## src/rtl/restoring_divider_pkg.sv

```systemverilog
// ============================================================================
// restoring_divider_pkg
// Shared types, default width and helper function for the restoring divider.
// Revision: 1.0
// ============================================================================
`default_nettype none

package restoring_divider_pkg;

  localparam int DEFAULT_WIDTH = 4;

  typedef enum logic [1:0] {
    IDLE = 2'd0,
    BUSY = 2'd1,
    DONE = 2'd2
  } state_t;

  // Never returns less than 1 so a counter always has at least one bit.
  function automatic int clog2(input int value);
    int bits;
    bits = 0;
    while ((1 << bits) < value) bits++;
    return (bits < 1) ? 1 : bits;
  endfunction

endpackage

`default_nettype wire

```

## src/rtl/restoring_divider_sub_stage.sv

```systemverilog
// ============================================================================
// sub_stage
// Combinational N-bit ripple subtractor in a + ~b + 1 form; cout=1 means no borrow.
// Revision: 1.0
// ============================================================================
`default_nettype none

module sub_stage #(
  parameter int N = 5
) (
  input  logic [N-1:0] a,
  input  logic [N-1:0] b,
  output logic [N-1:0] diff,
  output logic         cout
);

  logic [N:0] w_c;

  assign w_c[0] = 1'b1;

  for (genvar i = 0; i < N; i++) begin : g_bit
    assign diff[i]   = a[i] ^ ~b[i] ^ w_c[i];
    assign w_c[i+1]  = (a[i] & ~b[i]) | (a[i] & w_c[i]) | (~b[i] & w_c[i]);
  end

  assign cout = w_c[N];

endmodule

`default_nettype wire

```

## src/rtl/restoring_divider.sv

```systemverilog
// ============================================================================
// restoring_divider
// Iterative unsigned restoring divider, one trial subtraction per clock.
// Optional macro RESTDIV_DIV0_ERR_EN adds div0_err and a fast divide-by-zero path.
// Revision: 1.0
// ============================================================================
`default_nettype none

module restoring_divider
  import restoring_divider_pkg::*;
#(
  parameter int WIDTH = DEFAULT_WIDTH
) (
  input  logic             clk,
  input  logic             rst,
  input  logic             start,
  input  logic [WIDTH-1:0] dividend,
  input  logic [WIDTH-1:0] divisor,
  output logic             busy,
  output logic             done,
  output logic [WIDTH-1:0] quotient,
`ifdef RESTDIV_DIV0_ERR_EN
  output logic [WIDTH-1:0] remainder,
  output logic             div0_err
`else
  output logic [WIDTH-1:0] remainder
`endif
);

  localparam int              c_cnt_w = clog2(WIDTH);
  localparam logic [c_cnt_w-1:0] c_last = c_cnt_w'(WIDTH - 1);

  state_t               r_state;
  state_t               w_state_next;
  logic [WIDTH-1:0]     r_q;
  logic [WIDTH-1:0]     r_d;
  logic [WIDTH:0]       r_r;
  logic [c_cnt_w-1:0]   r_cnt;

  logic [WIDTH:0]       w_t;
  logic [WIDTH:0]       w_diff;
  logic                 w_cout;
  logic [WIDTH-1:0]     w_q_next;
  logic [WIDTH:0]       w_r_next;
  logic                 w_accept;
  logic                 w_div0;
  logic                 w_unused_r_msb;

  // Partial remainder MSB is always 0 after an iteration; only the low bits feed back.
  assign w_t            = {r_r[WIDTH-1:0], r_q[WIDTH-1]};
  assign w_unused_r_msb = r_r[WIDTH];

  sub_stage #(.N(WIDTH + 1)) u_sub (
    .a    (w_t),
    .b    ({1'b0, r_d}),
    .diff (w_diff),
    .cout (w_cout)
  );

  assign w_q_next = {r_q[WIDTH-2:0], w_cout};
  assign w_r_next = w_cout ? w_diff : w_t;
  assign w_accept = (r_state == IDLE) && start;

`ifdef RESTDIV_DIV0_ERR_EN
  assign w_div0 = (divisor == '0);
`else
  assign w_div0 = 1'b0;
`endif

  always_ff @(posedge clk) begin
    if (rst) r_state <= IDLE;
    else     r_state <= w_state_next;
  end

  always_comb begin
    w_state_next = r_state;
    busy         = 1'b0;
    done         = 1'b0;
    case (r_state)
      IDLE: if (start) w_state_next = w_div0 ? DONE : BUSY;
      BUSY: begin
        busy = 1'b1;
        if (r_cnt == c_last) w_state_next = DONE;
      end
      DONE: begin
        busy         = 1'b1;
        done         = 1'b1;
        w_state_next = IDLE;
      end
      default: w_state_next = IDLE;
    endcase
  end

  always_ff @(posedge clk) begin
    if (rst) begin
      r_q       <= '0;
      r_d       <= '0;
      r_r       <= '0;
      r_cnt     <= '0;
      quotient  <= '0;
      remainder <= '0;
`ifdef RESTDIV_DIV0_ERR_EN
      div0_err  <= 1'b0;
`endif
    end else if (w_accept) begin
      r_q   <= dividend;
      r_d   <= divisor;
      r_r   <= '0;
      r_cnt <= '0;
`ifdef RESTDIV_DIV0_ERR_EN
      div0_err <= w_div0;
      if (w_div0) begin
        quotient  <= '1;
        remainder <= dividend;
      end
`endif
    end else if (r_state == BUSY) begin
      r_q   <= w_q_next;
      r_r   <= w_r_next;
      r_cnt <= r_cnt + 1'b1;
      if (r_cnt == c_last) begin
        quotient  <= w_q_next;
        remainder <= w_r_next[WIDTH-1:0];
      end
    end
  end

endmodule

`default_nettype wire
```

## config.mk

```make
export PLATFORM = sky130hd
export DESIGN_NAME = restoring_divider
export DESIGN_NICKNAME = d
export VERILOG_FILES = /design/src/rtl/restoring_divider_pkg.sv /design/src/rtl/restoring_divider_sub_stage.sv /design/src/rtl/restoring_divider.sv
export SDC_FILE = /design/constraint.sdc
export NUM_CORES = 1
export LEC_CHECK = 0
export CAP_MARGIN = 40
export CORE_MARGIN = 1
export CORE_UTILIZATION = 54
export DETAILED_ROUTE_END_ITERATION = 16
export GPL_TIMING_DRIVEN = 0
export PLACE_DENSITY = 0.82
export SLEW_MARGIN = 20
export SYNTH_ARGS = -nofsm -noshare
export SYNTH_HDL_FRONTEND = slang
export SYNTH_SLANG_ARGS = --single-unit
```

## constraint.sdc

```tcl
create_clock -name clk -period 4.8 [get_ports clk]
set_input_delay 0.96 -clock clk [delete_from_list [all_inputs] [get_ports clk]]
set_output_delay 0.96 -clock clk [all_outputs]
set_load 0.01 [all_outputs]
```

# Word level (Yosys, flattened, before mapping)
# Cells that the tools add are included.
# Widths: inputs -> output; s select.
[totals] regBits=24 output_inout_bits=10 wordCells=62 inputBits=11
[op_classes] n_addsub=1 reduce_logical=7 n_mux=8 n_bitwise=34 eq_ne=5
[op_table] op="$mux 4" count=3
[op_table] op="$and 1x1->1" count=11
[op_table] op="$or 1x1->1" count=10
[op_table] op="$xor 1x1->1" count=7
[op_table] op="$not 1->1" count=6
[op_table] op="$eq 2x2->1 const B" count=2
[op_table] op="$mux 2" count=2
[op_table] op="$pmux 2 s2" count=1
[op_table] op="$reduce_or 2->1" count=2
[op_table] op="$reduce_and 3->1" count=1
[op_table] op="$add 2x1->2 const B" count=1
[op_table] op="$eq 2x1->1 const B" count=1
[op_table] op="$logic_not 2->1" count=1
[op_table] op="$mux 1" count=2
[op_table] op="$ne 2x1->1 const B" count=1
[op_table] op="$ne 2x2->1 const B" count=1
[op_table] op="$reduce_and 2->1" count=1
[op_table] op="$reduce_bool 2->1" count=1
[op_table] op="$logic_and 1x1->1" count=1

# Longest topological paths before layout
# Gate-level depths: netlist of the first run.
[depth] ltp_word=18 depth_mapped=10 mapped_depth_nobuf=9

# Cells and area by module
# A second synthesis of the first run with hierarchy kept.
[hier_totals] cells_unflattened=128 area_unflattened_um2=1197.4
[by_module_without_submodules] module="restoring_divider" instances=1 cells_per_inst=113 seq_area_each_um2=480.5 area_each_um2=1067.3
[by_module_without_submodules] module="sub_stage" instances=1 cells_per_inst=15 seq_area_each_um2=0.0 area_each_um2=130.1

# Least setup slack after synthesis of the first run
# No wires, ideal clock.
[synth_timing] path_kind="register -> register" start="register r_q[3]" end="register r_r[3]" path_stages_with_launch=9 t_arrival_ps=2005 n_path_buf=0 slack_ps=2670 setup_time_ps=125 path_cell_list="dfxtp_1 inv_1 ha_1 fa_1 fa_1 inv_1 fa_1 o21ai_0 a31oi_1"
[synth_between] elab_chain_len=16
[synth_rtl] element="start: declaration" line="restoring_divider.sv:35" source="logic [WIDTH-1:0] r_q;"
[synth_rtl] element="start signal: assignment" line="restoring_divider.sv:106" source="r_q <= dividend;"
[synth_rtl] element="start signal: assignment" line="restoring_divider.sv:118" source="r_q <= w_q_next;"
[synth_rtl] element="$and 1x1->1" line="restoring_divider_sub_stage.sv:23" source="assign w_c[i+1] = (a[i] & ~b[i]) | (a[i] & w_c[i]) | (~b[i] & w_c[i]);"
[synth_rtl] element="$or 1x1->1 * (2 in series)" line="restoring_divider_sub_stage.sv:23"
[synth_rtl] element="$and 1x1->1" line="restoring_divider_sub_stage.sv:23"
[synth_rtl] element="$or 1x1->1" line="restoring_divider_sub_stage.sv:23"
[synth_rtl] element="$or 1x1->1 *" line="restoring_divider_sub_stage.sv:23"
[synth_rtl] element="$and 1x1->1" line="restoring_divider_sub_stage.sv:23"
[synth_rtl] element="$or 1x1->1" line="restoring_divider_sub_stage.sv:23"
[synth_rtl] element="$or 1x1->1 *" line="restoring_divider_sub_stage.sv:23"
[synth_rtl] element="$and 1x1->1" line="restoring_divider_sub_stage.sv:23"
[synth_rtl] element="$or 1x1->1 (2 in series)" line="restoring_divider_sub_stage.sv:23"
[synth_rtl] element="$and 1x1->1" line="restoring_divider_sub_stage.sv:23"
[synth_rtl] element="$or 1x1->1 (2 in series)" line="restoring_divider_sub_stage.sv:23"
[synth_rtl] element="$mux 4 *" line="restoring_divider.sv:61" source="assign w_r_next = w_cout ? w_diff : w_t;"
[synth_rtl] element="end signal: assignment" line="restoring_divider.sv:119" source="r_r <= w_r_next;"
[synth_rtl] element="end: declaration" line="restoring_divider.sv:37" source="logic [WIDTH:0] r_r;"
# Every way passes the cells marked *; elsewhere a longest branch is shown, timed or not.
# A chain may end at the register's enable or synchronous reset.

# Final worst setup path of the first run
[layout_timing] start="register r_state[0]" end="output port busy"
[layout_between] elab_chain_len=3
[layout_rtl] element="start: declaration" line="restoring_divider.sv:33" source="state_t r_state;"
[layout_rtl] element="start signal: assignment" line="restoring_divider.sv:72" source="else r_state <= w_state_next;"
[layout_rtl] element="$eq 2x1->1 or $eq 2x2->1 (tied branches)" line="restoring_divider.sv:79" source="case (r_state)"
[layout_rtl] element="$reduce_or 2->1 (no line) *"
[layout_rtl] element="$mux 1 *" line="restoring_divider.sv:79"
[layout_rtl] element="end: declaration" line="restoring_divider.sv:19" source="output logic busy,"
# Marks and branches as above.

==> results of run 1 <==
per-stage QoR:
| stage | utilization, % | total power [W] | cell area (um2) |
|---|---|---|---|
| floorplan | - | 0.0002955 | 1151 |
| global placement | 69.38 | 0.0003212 | 1375 |
| detailed placement | 69.38 | 0.0003257 | 1375 |
| CTS | 71.21 | 0.0004305 | 1411 |
| global route | 71.21 | 0.0004543 | 1411 |
| finish | 71.21 | 0.0004292 | 1411 |
synthesized netlist by cell type, drive strengths merged:
cell type,count,area share (%)
clkbuf,1,0.43
a21o,1,0.65
a21oi,16,7.0
ha,7,7.6
a211o,1,0.76
inv,8,2.6
and2,2,1.1
dfxtp,24,42
xnor2,1,0.76
a31oi,1,0.54
a311oi,1,0.76
o311ai,6,4.6
a211oi,5,3.3
nor2,9,2.9
fa,3,5.2
nand3,3,1.3
o21ai,5,2.2
buf,7,3.7
mux2i,4,3.5
nand2,24,7.8
nand2b,3,1.6
worst max path at each step:
stage          startpoint     end  slack [ns]  cells after the start
6_report       r_state[0]    busy        2.22                      3
5_1_grt        r_state[0]    busy        2.13                      3
4_1_cts        r_state[0]    busy        2.21                      3
3_5_place_dp       r_q[3]  r_r[2]        2.48                     10
3_3_place_gp       r_q[3]  r_r[2]        2.50                     10
2_1_floorplan      r_q[3]  r_r[3]        2.67                      8
registers in the layout, summed over array words and instances (netlist names):
name       count
r_r            4
quotient       4
r_cnt          2
remainder      4
r_state        2
r_q            4
r_d            4
cell families (layout without fill, tap and decap cells):
| group | count (synthesis) | count (layout) |
|---|---|---|
| and+or+nand+nor | 41 | 41 |
| AOI/OAI and AO/OA | 36 | 36 |
| DFF | 24 | 24 |
| buffers and inverters | 16 | 39 |
| xor gates and xnor gates | 1 | 1 |
| muxes | 4 | 4 |
| adders and majority gates | 10 | 10 |
metal layers:
metal / vias to the layer above / wire length (um) / track usage, %
li1: 499 / - / -
met1: 434 / 1007 / 27.36
met2: 39 / 1097 / 36.80
met3: 2 / 119 / 3.333
met4: 0 / 12 / 6.667
met5: - / 0 / 0
final cells by class:
class / count / share of cell area (%)
inverters: 8 / 2.128
multi-input cells: 92 / 42.02
flip-flops and latches: 24 / 34.04
well taps: 27 / 2.394
repair buffers: 19 / 13.48
plain buffers: 8 / 3.369
clock buffers: 4 / 2.571
power groups by stage:
stage	sequential [W]	clock [W]	combinational, W
after global placement	0.000224	0	0.0000969
after detailed placement	0.000225	0	0.000101
after floorplan	0.000222	0	0.0000731
after CTS	0.000220	0.000109	0.000102
after global routing	0.000222	0.000116	0.000116
final	0.000220	0.000107	0.000102
worst max-delay path: stages, from the launching register on:
cell	delay, ns
dfxtp_1	0.39
inv_1	0.11
ha_1	0.29
clkdlybuf4s50_1	0.53
==> run summary, run 1 <==
status - finished, final reports clean
post-cts gate resize count - 0
synthesized instance count - 132
FILL cells - 155
Final Max Slew Viols - 0
unrepaired setup endpoints after global routing - false
Via Count - 974
antenna cell count - 0
Synth-to-Final Area Change - 22.61%
Critical Path AT - 1.62 ns
number of max-cap violations - 0
synthesized area - 0.001151 mm2
row cnt - 16
# IOs - 21
Worst-path clk slew - 0.13 ns
CTS tree - done
count of final setup violators - 0
initial drt markers - 25
peak supply drop - 196.6 uV
critical path class - flip-flop to output port
static leakage - 0.5107 nW
Post-route DRC - 0
Yosys warning count - 0
Setup WS post-layout - 2.223 ns
sw frac - 29.68%
maximum operating frequency - 0.3881 GHz
Bufs on Longest Clock Path - 2
Compound-Gate Fraction of Synth Area - 19.67%
largest net degree at the start of global routing - 14
Hold-fix buffers, CTS - 0
grt ovf - 0
# clock sinks - 24
DIE AREA - 0.002320 mm2
Starting Density - 58.08%
die width - 48.17 um
Gate power share - 23.8%
register bit total from synthesis - 24
Post-Synth Simple-Gate Area - 14.78%
Crit path required time - 3.84 ns
PortBufs - 19
ratio of cells with drive above 1 in the final layout - 7.097%
Post-Synth Adder-Cell Area - 12.83%
CTS Buf Count - 3
mux contribution to synthesized area - 3.478%
NetSw - 0.0001274 W
drt wl/cell - 12.30 um
dpl cells - 178
Worst R2R End - r_r[2]
sequential element share of the synthesized area - 41.74%
FF/Latch Area - 480.5 um2
Clk Latency, worst-skew pair - 0.31 ns
Non-Filler Instances - 182
Hold Startpoint - remainder[1]
PD cells - 304.1 mW/mm2
XOR/XNOR Fraction of Synth Area - 0.7609%
Clk pwr share - 24.8%
WL final - 2238 um
Sequential Power Share - 51.4%
initial antenna violation count - 0
global-route wire length before repair - 3450 um
crit-path max FO - 4
Multi-input gate area - 593.1 um2
largest family of logic cells by synthesized area - compound AO/OA/AOI/OAI gates
final hold vios - 0
CTS H-tree lvls - 1
Worst setup EP type - output port
Routability Congestion - 0.7668
vias in the first global route - 823
CORE AREA - 0.001982 mm2
Reg2Reg Setup Slack - 2.42 ns
Vert. Die Dim - 48.17 um
Hold WS - 0.4617 ns
Int Pwr - 0.0003018 W
Worst Skew - 0.004048 ns
RR Startpoint - r_q[3]
commonest non-fill, non-tap cells in the layout - nand2_1 (24), dfxtp_1 (24), clkdlybuf4s50_1 (19)
Via density - 5.352
Critical Path Start Type - flip-flop
R2R depth - 10
NumNets Final - 177
gr usage total - 21.38%
post-synth net total - 153
Avg Cell Area, Syn - 8.720 um2
Initial DRT Pass Iterations - 4
final period utilization - 53.68%
Slew @ Worst Pin - 0.4757 ns
Setup Fix Bufs, Post-CTS - 0
detailed placer's ending HPWL - 1732 um
library cells used by synthesis - 26
Worst Hold Class - flip-flop to flip-flop
relative slew slack - 68.29%
DRT antenna net count - 0
minimum clock period after layout - 2.577 ns
hold endpoint - remainder[1]
Setup WS pre-CTS - 2.475 ns
CTS root buf - clkbuf_4
TNS Setup - 0 ns
Worst Hold Depth - 2
Power figures use the tool's default switching activity.
==> run 2: changes to the inputs <==
CORE_UTILIZATION = 46   (was 54)
PLACE_DENSITY = 0.74   (was 0.82)
clock period = 2.2 ns   (was 4.8 ns; I/O delays follow)
==> run 2 against run 1 <==
Net effect: sequential share of layout area shrank 1.0 points; utilization shrank 7.1 points; register-to-register slack lost 2.3 ns; clock skew shrank 0.0013 ns.
==> run summary, run 2 (synthesis gave the netlist of run 1 again) <==
RR Startpoint - r_q[3]
number of max-cap violations - 0
WL final - 2329 um
hold endpoint - remainder[0]
initial antenna violation count - 0
Routability Congestion - 0.7766
Worst Hold Depth - 2
largest net degree at the start of global routing - 14
final period utilization - 96.61%
Setup WS pre-CTS - -0.1300 ns
final core occ - 64.10%
# clock sinks - 24
Non-Filler Instances - 184
drt wl/cell - 12.66 um
final hold vios - 0
cell area after layout - 0.001459 mm2
relative slew slack - 69.25%
commonest non-fill, non-tap cells in the layout - nand2_1 (24), dfxtp_1 (23), clkdlybuf4s50_1 (19)
Starting Density - 50.58%
worst path buffer plus inverter count - 3
Worst setup EP type - flip-flop
Crit path required time - 2.41 ns
antenna cell count - 0
PortBufs - 19
Vert. Die Dim - 52.03 um
global-route wire length before repair - 3884 um
status - finished, final reports clean
gr usage total - 19.74%
DRT antenna net count - 0
DIE AREA - 0.002707 mm2
R2R depth - 10
CTS tree - done
Final Max Slew Viols - 0
Slew @ Worst Pin - 0.4612 ns
Setup WS post-layout - 0.07458 ns
CTS root buf - clkbuf_4
Critical Path AT - 2.34 ns
static leakage - 0.5174 nW
Synth-to-Final Area Change - 26.74%
CP max stage cell - dfxtp_2
Critical Path Start Type - flip-flop
critical path class - flip-flop to flip-flop
ratio of cells with drive above 1 in the final layout - 14.74%
die width - 52.03 um
CORE AREA - 0.002276 mm2
row cnt - 17
Worst Skew - 0.002781 ns
peak supply drop - 567.5 uV
Reg2Reg Setup Slack - 0.07 ns
vias in the first global route - 893
detailed placer's ending HPWL - 1781 um
Hold Startpoint - rst
# IOs - 21
unrepaired setup endpoints after global routing - false
NumNets Final - 178
grt ovf - 0
area of placed instances - 0.001376 mm2
commonest non-fill, non-tap cell in the layout - nand2_1
Initial DRT Pass Iterations - 4
CTS Buf Count - 3
Clk Latency, worst-skew pair - 0.32 ns
Via density - 5.293
Worst R2R End - r_r[1]
dpl cells - 179
count of final setup violators - 0
Post-route DRC - 0
Bufs on Longest Clock Path - 2
minimum clock period after layout - 2.125 ns
CTS H-tree lvls - 1
Worst Hold Class - input port to flip-flop
CP cell instances - inv_2 > ha_2 > fa_2 > fa_2 > inv_2 > fa_2 > buf_8 > o21ai_1 > o311ai_0 > a21oi_1
maximum operating frequency - 0.4705 GHz
most used cell, CP - fa_2
PD cells - 669.6 mW/mm2
Worst-path clk slew - 0.13 ns
Crit path largest cell delay - 0.37 ns
delay-heaviest family, CP - adder cells
initial drt markers - 20
crit-path max FO - 10
Hold-fix buffers, CTS - 0
Via Count - 974
-- run 2: cell types whose count changed in the layout (fill, tap and decap cells not counted), sizes merged --
cell / change
buf: +2
clkbuf: -1
-- run 2: cell type report --
class	instances	area, um2
clock buffer	4	36.28
tap	28	35.03
buffer	8	57.56
inverter	8	30.03
timing repair buffer	20	197.7
multi-input combinational	92	620.6
fill	194	817.0
sequential	24	481.7
-- run 2: how the worst max path moves through the flow --
stage / from / endpoint / slack, ns / cells after the start
global placement: r_q[3] / remainder[2] / -0.07 / 10
floorplan: r_q[3] / r_r[3] / 0.07 / 8
finish: r_q[3] / r_r[1] / 0.07 / 10
CTS: r_q[3] / remainder[1] / -0.02 / 10
detailed placement: r_q[3] / remainder[1] / -0.13 / 10
global route: r_q[3] / r_r[1] / 0.007 / 10
-- run 2: metal layers --
metal	part of all wire, %	vias to the layer above	track usage [%]
met5	0	-	0
li1	-	498	-
met2	47	28	32.05
met4	1.8	0	10.36
met1	46	443	24.82
met3	4.5	5	3.216
-- run 2: power by group --
part	switching [W]	total (W)	internal [W]
Combinational	0.000139	0.000256	0.000118
Clock	0.000137	0.000239	0.000101
Sequential	0.0000211	0.000482	0.000461
-- run 2: repair_timing --
item,in CTS,in global routing
setup endpoints to repair,9,9
resized for setup,7,10
setup buffers,1,0
pin swaps,1,5
gates cloned,0,0
-- run 2: metrics by stage --
step | hold slack, ns | total power [W] | TNS, ns
global route | 0.4083 | 0.001026 | 0
CTS | 0.3888 | 0.0009627 | -0.02036
detailed placement | 0.4486 | 0.0007118 | -0.6742
floorplan | 0.4363 | 0.0006447 | 0
finish | 0.3922 | 0.0009770 | 0
global placement | 0.4423 | 0.0007009 | -0.3078
